File: src/rtl/ofdm_rx_pkg.sv
// Shared definitions for the OFDM receive sample pacer: pacing FSM states
// and the default I/Q sample width.
package ofdm_rx_pkg;

   typedef enum logic [1:0] {
      IDLE    = 2'd0,
      PREFILL = 2'd1,
      RUN     = 2'd2
   } state_t;

   localparam int SAMPLE_BIT_WIDTH_C = 12;

endpackage

File: src/rtl/ofdm_rx_sample_pacer_if.sv
// Sample streams of the pacer: source side (valid/ready handshake) and
// paced output side (one-cycle valid pulse per sample).
interface ofdm_rx_sample_pacer_if
   import ofdm_rx_pkg::*;
#(
   parameter int sample_bit_width_g = SAMPLE_BIT_WIDTH_C
);

   logic signed [sample_bit_width_g-1:0] in_data_i;
   logic signed [sample_bit_width_g-1:0] in_data_q;
   logic                                 in_valid;
   logic                                 in_ready;
   logic signed [sample_bit_width_g-1:0] rx_data_i;
   logic signed [sample_bit_width_g-1:0] rx_data_q;
   logic                                 rx_data_valid;

   modport master (
      output in_data_i, in_data_q, in_valid,
      input  in_ready, rx_data_i, rx_data_q, rx_data_valid
   );

   modport slave (
      input  in_data_i, in_data_q, in_valid,
      output in_ready, rx_data_i, rx_data_q, rx_data_valid
   );

endinterface

File: src/rtl/ofdm_rx_sample_fifo.sv
// Register-array FIFO with pointers one bit wider than the address, so the
// occupancy is the plain pointer difference. Storage has no reset.
module ofdm_rx_sample_fifo #(
   parameter int width_g = 24,
   parameter int depth_g = 16
)(
   input  logic                     clk,
   input  logic                     rst,
   input  logic                     clr,
   input  logic                     wr_en,
   input  logic [width_g-1:0]       wr_data,
   input  logic                     rd_en,
   output logic [width_g-1:0]       rd_data,
   output logic [$clog2(depth_g):0] level,
   output logic                     full,
   output logic                     empty
);

   localparam int AW = $clog2(depth_g);
   localparam int LW = AW + 1;

   logic [width_g-1:0] r_mem [depth_g];
   logic [LW-1:0]      r_wptr;
   logic [LW-1:0]      r_rptr;
   logic               w_wr;
   logic               w_rd;

   assign w_wr = wr_en & ~full & ~clr;
   assign w_rd = rd_en & ~empty & ~clr;

   always_ff @(posedge clk or posedge rst) begin
      if (rst) begin
         r_wptr <= '0;
         r_rptr <= '0;
      end else if (clr) begin
         r_wptr <= '0;
         r_rptr <= '0;
      end else begin
         if (w_wr) r_wptr <= r_wptr + LW'(1);
         if (w_rd) r_rptr <= r_rptr + LW'(1);
      end
   end

   always_ff @(posedge clk) begin
      if (w_wr) r_mem[r_wptr[AW-1:0]] <= wr_data;
   end

   assign level   = r_wptr - r_rptr;
   assign full    = (level == LW'(depth_g));
   assign empty   = (level == '0);
   assign rd_data = r_mem[r_rptr[AW-1:0]];

endmodule

File: src/rtl/ofdm_rx_sample_pacer.sv
// Paces buffered I/Q sample pairs out at one pair per strobe_div clocks,
// after the FIFO has been prefilled; flags strobes that find it empty.
module ofdm_rx_sample_pacer
   import ofdm_rx_pkg::*;
#(
   parameter int sample_bit_width_g = SAMPLE_BIT_WIDTH_C,
   parameter int fifo_depth_g       = 16,
   parameter int div_width_g        = 8
)(
   input  logic                          sys_clk,
   input  logic                          sys_rst,
   input  logic                          sys_init,
   input  logic                          enable,
   input  logic [div_width_g-1:0]        strobe_div,
   input  logic [$clog2(fifo_depth_g):0] prefill_level,
   output logic [$clog2(fifo_depth_g):0] fill_level,
   output logic                          underflow,
   ofdm_rx_sample_pacer_if.slave         bus
);

   localparam int SW = sample_bit_width_g;
   localparam int PW = 2 * SW;

   state_t                  r_state;
   state_t                  w_state_nxt;
   logic [div_width_g-1:0]  r_cnt;
   logic [div_width_g-1:0]  r_div;
   logic [div_width_g-1:0]  r_div_prev;
   logic [div_width_g-1:0]  w_div_eff;
   logic                    w_run;
   logic                    w_div_chg;
   logic                    w_strobe;
   logic                    w_in_ready;
   logic                    w_wr;
   logic                    w_rd;
   logic                    w_full;
   logic                    w_empty;
   logic [PW-1:0]           w_head;
   logic                    r_alive;
   logic                    r_underflow;
   logic                    r_rx_valid;
   logic signed [SW-1:0]    r_rx_i;
   logic signed [SW-1:0]    r_rx_q;

   // r_alive holds in_ready low through reset and releases it on the first clock after.
   assign w_in_ready = r_alive & ~w_full & ~sys_init;
   assign w_wr       = bus.in_valid & w_in_ready;
   assign w_rd       = w_strobe & ~w_empty;

   ofdm_rx_sample_fifo #(
      .width_g (PW),
      .depth_g (fifo_depth_g)
   ) u_fifo (
      .clk     (sys_clk),
      .rst     (sys_rst),
      .clr     (sys_init),
      .wr_en   (w_wr),
      .wr_data ({bus.in_data_i, bus.in_data_q}),
      .rd_en   (w_rd),
      .rd_data (w_head),
      .level   (fill_level),
      .full    (w_full),
      .empty   (w_empty)
   );

   always_ff @(posedge sys_clk or posedge sys_rst) begin
      if (sys_rst)       r_state <= IDLE;
      else if (sys_init) r_state <= IDLE;
      else               r_state <= w_state_nxt;
   end

   always_comb begin
      w_state_nxt = r_state;
      if (!enable) begin
         w_state_nxt = IDLE;
      end else begin
         case (r_state)
            IDLE:    w_state_nxt = PREFILL;
            PREFILL: if (fill_level >= prefill_level) w_state_nxt = RUN;
            RUN:     w_state_nxt = RUN;
            default: w_state_nxt = IDLE;
         endcase
      end
   end

   // The period is latched at each wrap; only a fresh change to a value below
   // the running count cuts the current period short.
   assign w_div_eff = (strobe_div == '0) ? div_width_g'(1) : strobe_div;
   assign w_run     = enable & (r_state == RUN);
   assign w_div_chg = (strobe_div != r_div_prev);
   assign w_strobe  = w_run & ((r_cnt >= r_div - div_width_g'(1)) |
                               (w_div_chg & (w_div_eff < r_cnt)));

   always_ff @(posedge sys_clk or posedge sys_rst) begin
      if (sys_rst) begin
         r_cnt      <= '0;
         r_div      <= div_width_g'(1);
         r_div_prev <= '0;
      end else begin
         r_div_prev <= strobe_div;
         if (sys_init || !w_run || w_strobe) begin
            r_cnt <= '0;
            r_div <= w_div_eff;
         end else begin
            r_cnt <= r_cnt + div_width_g'(1);
         end
      end
   end

   always_ff @(posedge sys_clk or posedge sys_rst) begin
      if (sys_rst) begin
         r_alive     <= 1'b0;
         r_rx_valid  <= 1'b0;
         r_rx_i      <= '0;
         r_rx_q      <= '0;
         r_underflow <= 1'b0;
      end else begin
         r_alive <= 1'b1;
         if (sys_init) begin
            r_rx_valid  <= 1'b0;
            r_rx_i      <= '0;
            r_rx_q      <= '0;
            r_underflow <= 1'b0;
         end else begin
            r_rx_valid <= w_rd;
            if (w_rd) begin
               r_rx_i <= w_head[PW-1:SW];
               r_rx_q <= w_head[SW-1:0];
            end
            if (w_strobe && w_empty) r_underflow <= 1'b1;
         end
      end
   end

   assign bus.in_ready      = w_in_ready;
   assign bus.rx_data_i     = r_rx_i;
   assign bus.rx_data_q     = r_rx_q;
   assign bus.rx_data_valid = r_rx_valid;
   assign underflow         = r_underflow;

endmodule

File: src/flat_wrapper.sv
// flat-port wrapper written by rule: the top's interface ports become plain ports
module ofdm_rx_sample_pacer_flat import ofdm_rx_pkg::*;
#(
   parameter int sample_bit_width_g = SAMPLE_BIT_WIDTH_C,
   parameter int fifo_depth_g       = 16,
   parameter int div_width_g        = 8
)
  (sys_clk, sys_rst, sys_init, enable, strobe_div, prefill_level, fill_level, underflow, bus_in_data_i, bus_in_data_q, bus_in_valid, bus_in_ready, bus_rx_data_i, bus_rx_data_q, bus_rx_data_valid);
  ofdm_rx_sample_pacer_if #(.sample_bit_width_g(sample_bit_width_g)) bus_i ();
  input  logic sys_clk;
  input  logic sys_rst;
  input  logic sys_init;
  input  logic enable;
  input  logic [div_width_g-1:0] strobe_div;
  input  logic [$clog2(fifo_depth_g):0] prefill_level;
  output logic [$clog2(fifo_depth_g):0] fill_level;
  output logic underflow;
  input wire logic [$bits(bus_i.in_data_i)-1:0] bus_in_data_i;
  input wire logic [$bits(bus_i.in_data_q)-1:0] bus_in_data_q;
  input wire logic [$bits(bus_i.in_valid)-1:0] bus_in_valid;
  output wire logic [$bits(bus_i.in_ready)-1:0] bus_in_ready;
  output wire logic [$bits(bus_i.rx_data_i)-1:0] bus_rx_data_i;
  output wire logic [$bits(bus_i.rx_data_q)-1:0] bus_rx_data_q;
  output wire logic [$bits(bus_i.rx_data_valid)-1:0] bus_rx_data_valid;
  assign bus_i.in_data_i = bus_in_data_i;
  assign bus_i.in_data_q = bus_in_data_q;
  assign bus_i.in_valid = bus_in_valid;
  assign bus_in_ready = bus_i.in_ready;
  assign bus_rx_data_i = bus_i.rx_data_i;
  assign bus_rx_data_q = bus_i.rx_data_q;
  assign bus_rx_data_valid = bus_i.rx_data_valid;
  ofdm_rx_sample_pacer #(.sample_bit_width_g(sample_bit_width_g), .fifo_depth_g(fifo_depth_g), .div_width_g(div_width_g)) u_core (.sys_clk(sys_clk), .sys_rst(sys_rst), .sys_init(sys_init), .enable(enable), .strobe_div(strobe_div), .prefill_level(prefill_level), .fill_level(fill_level), .underflow(underflow), .bus(bus_i));
endmodule
File: config.mk
export PLATFORM = sky130hd
export DESIGN_NAME = ofdm_rx_sample_pacer_flat
export DESIGN_NICKNAME = d
export VERILOG_FILES = /design/src/rtl/ofdm_rx_pkg.sv /design/src/rtl/ofdm_rx_sample_pacer_if.sv /design/src/rtl/ofdm_rx_sample_fifo.sv /design/src/rtl/ofdm_rx_sample_pacer.sv /design/src/flat_wrapper.sv
export SDC_FILE = /design/constraint.sdc
export NUM_CORES = 1
export LEC_CHECK = 0
export CAP_MARGIN = 20
export CORE_UTILIZATION = 45
export DETAILED_ROUTE_END_ITERATION = 12
export PLACE_DENSITY = 0.72
export SLEW_MARGIN = 20
export SYNTH_ARGS = -nofsm -noshare
export SYNTH_HDL_FRONTEND = slang
export SYNTH_HIERARCHICAL = 1
export SYNTH_SLANG_ARGS = --single-unit
File: constraint.sdc
create_clock -name sys_clk -period 5.8 [get_ports sys_clk]
set_input_delay 0.87 -clock sys_clk [delete_from_list [all_inputs] [get_ports sys_clk]]
set_output_delay 0.87 -clock sys_clk [all_outputs]
set_load 0.02 [all_outputs]
Word-level counts from Yosys, hierarchy flattened
Memories as Yosys holds them, arrays and structs flattened.
Cells that the tools add are included.
- register bits after elaboration: 63
- memory bits (writable): 384
- output and inout bits: 32
- memories kept: 1
- memory list (memory ; depth ; bits a word ; read ports ; clocked after Yosys merged registers in ; write ports ; line ; text):
    u_core.u_fifo.r_mem ; 16 ; 24 ; 1 ; 0 ; 1 ; ofdm_rx_sample_fifo.sv:22 ; logic [width_g-1:0] r_mem [depth_g];
- add/subtract/negate cells: 5
- order comparisons: 3
- eq/ne operators: 5
- multiplexer cells: 19
- bitwise gates (word level): 15
- reductions and logical operators: 11
- operators by type and width (kind ; number):
    $mux W12 ; 4
    $mux W5 ; 4
    $mux W8 ; 2
    $and A1 B1 Y1 ; 11
    $add A5 B1 Y5 const B ; 2
    $add A8 B1 Y8 const B ; 1
    $ge A8 B8 Y1 ; 1
    $logic_not A8 Y1 ; 1
    $lt A8 B8 Y1 ; 1
    $ne A8 B8 Y1 ; 1
    $reduce_bool A2 Y1 ; 4
    $sub A8 B1 Y8 const B ; 1
    $mux W2 ; 3
    $pmux W2 S3 ; 1
    $eq A5 B5 Y1 const B ; 1
    $ge A5 B5 Y1 ; 1
    $logic_not A5 Y1 ; 1
    $mux W1 ; 5
    $sub A5 B5 Y5 ; 1
    $ne A4 B3 Y1 const B ; 1
    $not A1 Y1 ; 3
    $eq A2 B1 Y1 const B ; 1
    $eq A2 B2 Y1 const B ; 1
    $logic_not A2 Y1 ; 1
    other kinds (4) ; 5

Depth between registers and ports, before layout
Gate-level depths: netlist of run 1.
- depth in word-level cells: 11
- depth in mapped cells: 15

Modules after synthesis
Netlist of run 1, hierarchy kept.
- by module, submodules not included (module ; times used ; cells each ; area an instance (µm²) ; sequential area each (µm²)):
    ofdm_rx_sample_fifo ; 1 ; 775 ; 15467.3 ; 11781.3
    ofdm_rx_sample_pacer ; 1 ; 278 ; 2994.1 ; 1327.5

Worst setup path before layout of run 1
OpenSTA, ideal clock, no wires.
- kind: register to register
- start: register u_core.u_fifo.r_rptr[2]
- end: memory u_core.u_fifo.r_mem[0][0] (enable)
- library setup time: 466 ps
- arrival time: 5503 ps
- required time: 5334 ps
- setup slack: -169 ps
- stages on the path, launching flop included: 14
- buffers on the path: 4
- cell sequence: dfrtp_1 > clkbuf_1 > inv_2 > clkbuf_1 > ha_1 > xor2_2 > and4b_1 > o211a_1 > buf_6 > nor3b_1 > and2_1 > nand2b_4 > buf_6 > nor4_1
- cells in the longest elaborated chain, start to end: 10
- ends and longest elaborated chain (element ; line ; text):
    start: declaration ; ofdm_rx_sample_fifo.sv:24 ; logic [LW-1:0] r_rptr;
    start signal: assignment ; ofdm_rx_sample_fifo.sv:40 ; if (w_rd) r_rptr <= r_rptr + LW'(1);
    $sub A5 B5 Y5 ; ofdm_rx_sample_fifo.sv:48 ; assign level = r_wptr - r_rptr;
    via fill_level[2] ; flat_wrapper.sv:16 ; output logic [$clog2(fifo_depth_g):0] fill_level;
    $eq A5 B5 Y1 ; ofdm_rx_sample_fifo.sv:49 ; assign full = (level == LW'(depth_g));
    via u_core.w_full ; ofdm_rx_sample_pacer.sv:36 ; logic w_full;
    $not A1 Y1 ; ofdm_rx_sample_pacer.sv:46 ; assign w_in_ready = r_alive & ~w_full & ~sys_init;
    $and A1 B1 Y1 (2 in a row) ; ofdm_rx_sample_pacer.sv:46 ;
    via bus_in_ready ; flat_wrapper.sv:21 ; output wire logic [$bits(bus_i.in_ready)-1:0] bus_in_ready;
    $and A1 B1 Y1 ; ofdm_rx_sample_pacer.sv:47 ; assign w_wr = bus.in_valid & w_in_ready;
    via u_core.w_wr ; ofdm_rx_sample_pacer.sv:34 ; logic w_wr;
    $and A1 B1 Y1 (2 in a row) ; ofdm_rx_sample_fifo.sv:28 ; assign w_wr = wr_en & ~full & ~clr;
    $mux W1 ; ofdm_rx_sample_fifo.sv:45 ; if (w_wr) r_mem[r_wptr[AW-1:0]] <= wr_data;
    $mux W1 (not written as such) ; ofdm_rx_sample_fifo.sv:45 ;
    end: declaration ; ofdm_rx_sample_fifo.sv:22 ;
The timed path passes the listed nets, and every way through them passes these cells.

Worst setup path after layout of run 1
- start: register u_core.u_fifo.r_rptr[1]
- end: output bus_in_ready
- cells in the longest elaborated chain, start to end: 5
- ends and longest elaborated chain (element ; line):
    $sub A5 B5 Y5 ; ofdm_rx_sample_fifo.sv:48
    $eq A5 B5 Y1 ; ofdm_rx_sample_fifo.sv:49
    via u_core.w_full ; ofdm_rx_sample_pacer.sv:36
    $not A1 Y1 ; ofdm_rx_sample_pacer.sv:46
    $and A1 B1 Y1 (2 in a row) ; ofdm_rx_sample_pacer.sv:46
    end: declaration ; flat_wrapper.sv:21
The timed path passes the listed nets, and every way through them passes these cells.

==> results.toml, run 1 <==
[run_status]
outcome = "finished, final reports clean"

[timing]
setup_viol = 0
finalMaxSlewViolations = 0
rsz0062_at_grt = "false"
min_period_ns = 4.77
setup_tns_ns = 0
relSlewSlack_pct = 27.6
finalHoldViolCount = 0
tightest_slew_ns = 1.09
clock.fmax_mhz = 210
finalWorstSetupSlack_ns = 1.03
skew_ns = 0.0216
period_share_pct = 82.3
whs_ns = 0.520

[cells_and_area]
final_common_cell = "edfxtp_1"
final_cell_mix = "edfxtp_1, nand2_1, mux4_2"
layoutNonFillerInstCount = 1710
drive_gt1_share_pct = 19.7
multi_input_area_um2 = 5060
final-seq-area_um2 = 13100
nFillCells = 3097
synthToLayoutAreaGrowth_pct = 15.9
final_util_pct = 53.4
n_antenna_cell = 0
final_area_um2 = 21400
nNetsFinal = 1229

[logic_synthesis]
ys_types = 50
synthArstFlopShare_pct = 14.1
syn_area_um2 = 18500
ys_seq_area_share_pct = 71.0
synthFlopType = "edfxtp_1"
ys_ff_latch = 447
avgSynthCellArea_um2 = 17.5
yosysWarnings = 6
synth-edff-count = 384
syn_inst = 1053
synth_fp_nets = 1130

[cts]
postCtsSetupBuffers = 0
clkLatencyLatePin_ns = 0.55
cts_buffers = 45
cts_tree = "built"
clock_path_buffers = 3
clock_sinks = 447
h-tree-depth = 2
hold_buffers = 0
cts-resized-gates = 0
clkTransAtPathRegs_ns = 0.06
root_buffer = "clkbuf_16"

[detailed_routing]
ant_nets = 0
drt_wl_total_um = 39000
drc = 0
vias = 9680
wire_per_inst_um = 22.8
firstDrtPassIters = 4
vias_per_cell = 5.66
drtIter0Drc = 761

[placed_design]
portBuffers = 73
placed_cells_incl_taps = 1630
placed_area_um2 = 19900
gp_congestion = 0.800
place_ws_ns = 1.61
hpwl_um = 23400

[die]
die_area_um2 = 41800
core-area_um2 = 40100
die_h_um = 205
row_count = 73
io_pins = 74
initial_core_util_pct = 46.0
die_x_um = 205

[worst_setup_path]
regToRegStartpoint = "u_core/u_fifo/r_rptr[1]"
crit_buf_inv = 2
cp_slowest_cell = "clkdlybuf4s50_1"
setup.worst_path.start = "u_core/u_fifo/r_rptr[1]"
crit_path_end_kind = "output port"
regToRegEndpoint = "u_core/u_fifo/r_mem[2][16]"
cp.arrival_ns = 3.90
rrSetupSlack_ns = 1.58
critPathTopFamily = "buffers and inverters"
worstSetupPathType = "register to output port"
crit_required_ns = 4.93
cp.depth = 7
critPathLaunchType = "register"
cp_slowest_stage_delay_ns = 0.68
crit_chain = "inv_2, fa_1, and3_1, or3_1, o211a_1, nor3b_1, clkdlybuf4s50_1"
cp_max_fo = 26
reg2reg_depth = 10

[flow_run]
cap_violations = 0

[power_and_ir_drop]
p_per_area_nw_per_um2 = 306
total_power_mw = 6.55
power_leakage_nw = 7.10
ir_drop_v = 0.000259

[grt]
antenna_found_initial = 1
grt_pass1_wl_um = 60300
grt_use_total_pct = 19.2
grt_overflow_total = 0
grt_max_degree = 77
grt_pass1_vias = 10097

[hold_path]
hold_depth = 2
hp-start = "u_core/underflow"
holdCritPathClass = "register to register"
holdPathEnd = "u_core/underflow"
==> cells in the mapped netlist (2+ instances only) <==
library cell	instances	area, um2
o21ai_0	10	50.1
nand3b_1	2	15.0
a21oi_1	17	85.1
and3_1	25	156
nand2b_1	60	375
a31oi_1	25	156
dfrtp_1	62	1550
xnor2_1	12	105
a211oi_1	2	15.0
and2_1	2	12.5
mux4_2	96	2160
or3_1	8	50.1
nor2b_1	3	18.8
nor3b_1	2	15.0
xor2_1	10	87.6
edfxtp_1	384	11500
nand2_1	106	398
inv_2	2	7.51
buf_6	6	67.6
mux2i_1	29	290
nor2_1	11	41.3
nand3_1	8	40.0
ha_1	34	425
nor4_1	8	50.1
clkbuf_1	31	116
inv_1	29	109
buf_1	5	18.8
mux2_2	6	67.6
nand4_1	6	37.5
a21o_1	4	30.0
buf_2	13	65.1
nor3_1	17	85.1
==> power breakdown <==
part	leakage, nW	internal [mW]	switching (mW)
clock network	0.720	1.70	1.18
registers	4.29	3.51	0.00710
logic	2.10	0.0611	0.0998
total	7.10	5.26	1.29
==> kinds of logic after synthesis <==
group,count (synthesis),synth area share (%)
buffers and inverters,86,2.08
AOI/OAI and AO/OA,64,2.15
xor gates and xnor gates,23,1.13
and+or+nand+nor,264,7.41
other,1,0.0203
DFF,447,71.0
adders and majority gates,35,2.41
muxes,133,13.8
==> flip-flops by register name, indices dropped and copies added, names as in the netlist, 2 cells and up <==
register,count
u_core/u_fifo/r_mem,384
u_core/bus.rx_data_i,12
u_core/bus.rx_data_q,12
u_core/r_cnt,8
u_core/r_div,8
u_core/r_div_prev,8
u_core/u_fifo/r_rptr,5
u_core/u_fifo/r_wptr,5
u_core/r_state,2
==> cell type report <==
cell class                      count  share of cell area (%)
Clock buffer                       62                    5.85
Clock inverter                     18                    1.04
Inverter                           31                   0.544
Multi-Input combinational cell    520                    23.6
Sequential cell                   447                    61.3
Tap cell                          525                    3.07
Timing Repair Buffer              107                    4.58
==> routing by layer <==
layer / wire length, um / share of wire [%] / track usage (%)
met1: 16200 / 42 / 26.0
met2: 19400 / 50 / 32.0
met3: 2590 / 6.7 / 3.61
met4: 751 / 1.9 / 4.80
met5: 19 / 0.049 / 0
==> tightest hold or removal path: cells and delay by family (launching register included) <==
kind	cells	cell delay [ns]
AOI/OAI and AO/OA	1	0.05
DFF	1	0.38
buffers and inverters	1	0.05
==> worst max path at each step <==
| stage | to | slack (ns) |
|---|---|---|
| finish | bus_in_ready | 1.03 |
| global route | bus_in_ready | 0.80 |
| CTS | bus_in_ready | 1.01 |
| detailed placement | bus_in_ready | 1.61 |
| global placement | bus_in_ready | 1.65 |
| floorplan | u_core/u_fifo/r_mem[0][0] | -0.17 |
No activity file was read; power rests on OpenSTA's default activity.
==> run 2: changes to the inputs <==
==> constraint.sdc (replaced) <==
create_clock -name sys_clk -period 4 [get_ports sys_clk]
set_input_delay 0.6 -clock sys_clk [delete_from_list [all_inputs] [get_ports sys_clk]]
set_output_delay 0.6 -clock sys_clk [all_outputs]
set_load 0.02 [all_outputs]
==> run 2 against run 1 <==
  * Combinational power rose by 54%
  * Total power rose by 50%
  * Largest power group unchanged
  * Design area grew 1.5%
  * Sequential share of layout area is 0.90 points lower
  * Routed wire length up 4.3%
  * Largest cell class unchanged
  * Via count rose by 1.8%
  * First-iteration DRC count grew 16%
  * Flip-flop and latch count stayed put
  * Cell count increased by 0.35%
  * Highest routed layer is now met4
  * Clock-buffer cell count decreased by 10
  * Utilization increased by 0.79 points
  * Sequential power up 45%
==> results.toml, run 2 (synthesis results as in run 1) <==
[run_status]
outcome = "finished, final reports clean"

[die]
io_pins = 74
die_x_um = 205
initial_core_util_pct = 46.0
die_h_um = 205
die_area_um2 = 41800
row_count = 73
core-area_um2 = 40100

[cells_and_area]
final_area_um2 = 21700
n_antenna_cell = 0
drive_gt1_share_pct = 20.4
final_common_cell = "edfxtp_1"
largest_register_ffs = 384
final_cell_mix = "edfxtp_1, nand2_1, mux4_2"
synthToLayoutAreaGrowth_pct = 17.7
nNetsFinal = 1230

[worst_setup_path]
crit_path_end_kind = "register"
regToRegEndpoint = "u_core/u_fifo/r_mem[1][13]"
setup.worst_path.start = "u_core/u_fifo/r_wptr[0]"
rrSetupSlack_ns = 0.19
cp_slowest_cell = "dfrtp_1"
cp.depth = 12
cp.arrival_ns = 4.01
critPathTopFamily = "simple AND/OR/NAND/NOR gates"
cp_max_fo = 24
worstSetupPathType = "register to register"
crit_required_ns = 4.20
cp-endpoint = "u_core/u_fifo/r_mem[1][13]"
regToRegStartpoint = "u_core/u_fifo/r_wptr[0]"
critPathLaunchType = "register"
cp_slowest_stage_delay_ns = 0.43
crit_path_frequent_cell = "inv_1"
crit_buf_inv = 3
crit_chain = "inv_1, ha_1, inv_1, fa_2, and3_1, or3_1, o211a_1, nor3b_4, and2_2, nand2b_4, nor4_4, buf_4"
reg2reg_depth = 12

[timing]
setup_viol = 0
finalWorstSetupSlack_ns = 0.192
clock.fmax_mhz = 263
relSlewSlack_pct = 30.8
rsz0062_at_grt = "false"
finalMaxSlewViolations = 0
skew_ns = 0.0329
min_period_ns = 3.81
setup_tns_ns = 0
tightest_slew_ns = 1.04
finalHoldViolCount = 0
period_share_pct = 95.2

[grt]
grt_use_total_pct = 20.0
grt_pass1_vias = 10322
grt_pass1_wl_um = 62200
grt_overflow_total = 0
grt_max_degree = 101
antenna_found_initial = 0

[placed_design]
portBuffers = 73
place_ws_ns = 0.239
hpwl_um = 24500
placed_area_um2 = 20100
gp_congestion = 0.812

[cts]
cts_tree = "built"
clock_sinks = 447
root_buffer = "clkbuf_16"
h-tree-depth = 2
clock_path_buffers = 3
clkLatencyLatePin_ns = 0.58
cts_buffers = 46
clkTransAtPathRegs_ns = 0.06

[power_and_ir_drop]
total_power_mw = 9.81
ir_drop_v = 0.000365
p_int_mw = 7.80
pwr-share-clk_pct = 45.6
p_per_area_nw_per_um2 = 452
swShare_pct = 20.4
combPwrFrac_pct = 2.5
p_switching_mw = 2.00
power_leakage_nw = 7.33
seqPwrFrac_pct = 51.9

[detailed_routing]
vias = 9859
drtIter0Drc = 886
drt_wl_total_um = 40600
wire_per_inst_um = 23.7
ant_nets = 0
drc = 0
vias_per_cell = 5.75
firstDrtPassIters = 7

[flow_run]
cap_violations = 0

[hold_path]
holdCritPathClass = "input pin to asynchronous set/reset pin"
## run 2: power groups by stage
stage	logic, mW	clock network [mW]	registers (mW)
global placement	0.241	0	5.19
floorplan	0.106	0	5.19
CTS	0.252	4.54	5.09
finish	0.248	4.47	5.09
detailed placement	0.250	0	5.19
global route	0.274	4.70	5.09
## run 2: worst min-delay path by stage
stage,slack [ns],cells after the start,endpoint
floorplan,0.44,1,u_core/u_fifo/r_rptr[0]
global route,0.46,2,u_core/u_fifo/r_wptr[4]
finish,0.41,2,u_core/u_fifo/r_rptr[4]
detailed placement,0.53,2,u_core/underflow
global placement,0.52,1,u_core/r_div[7]
CTS,0.42,2,u_core/u_fifo/r_wptr[4]
## run 2: timing repair
item	4_1_cts	5_1_grt
resized for setup	1	0
hold buffers	0	0
hold endpoints to repair	0	0
setup buffers	0	0
setup endpoints to repair	1	0
## run 2: layout make-up
class | count | area [um2]
clock buffers | 52 | 1190
multi-input cells | 520 | 5200
fillers | 3073 | 18400
well taps | 525 | 657
clock inverters | 34 | 412
flip-flops and latches | 447 | 13100
inverters | 31 | 116
repair buffers | 107 | 1030
## run 2: stage by stage
| stage | utilization (%) | instances | hold WS [ns] |
|---|---|---|---|
| after floorplan | - | 1053 | 0.440 |
| after CTS | 54.2 | 1716 | 0.418 |
| final | 54.2 | 1716 | 0.411 |
| after global routing | 54.2 | 1716 | 0.461 |
| after global placement | 50.2 | 1630 | 0.520 |
| after detailed placement | 50.2 | 1630 | 0.529 |
## run 2: layer usage
metal  up-vias  share of wire [%]  track usage, %
li1       4271                  -               -
met1      5160                 43            28.1
met2       368                 49            32.9
met3        60                7.1            3.40
met4         0                1.6            4.48
met5         -                  0               0
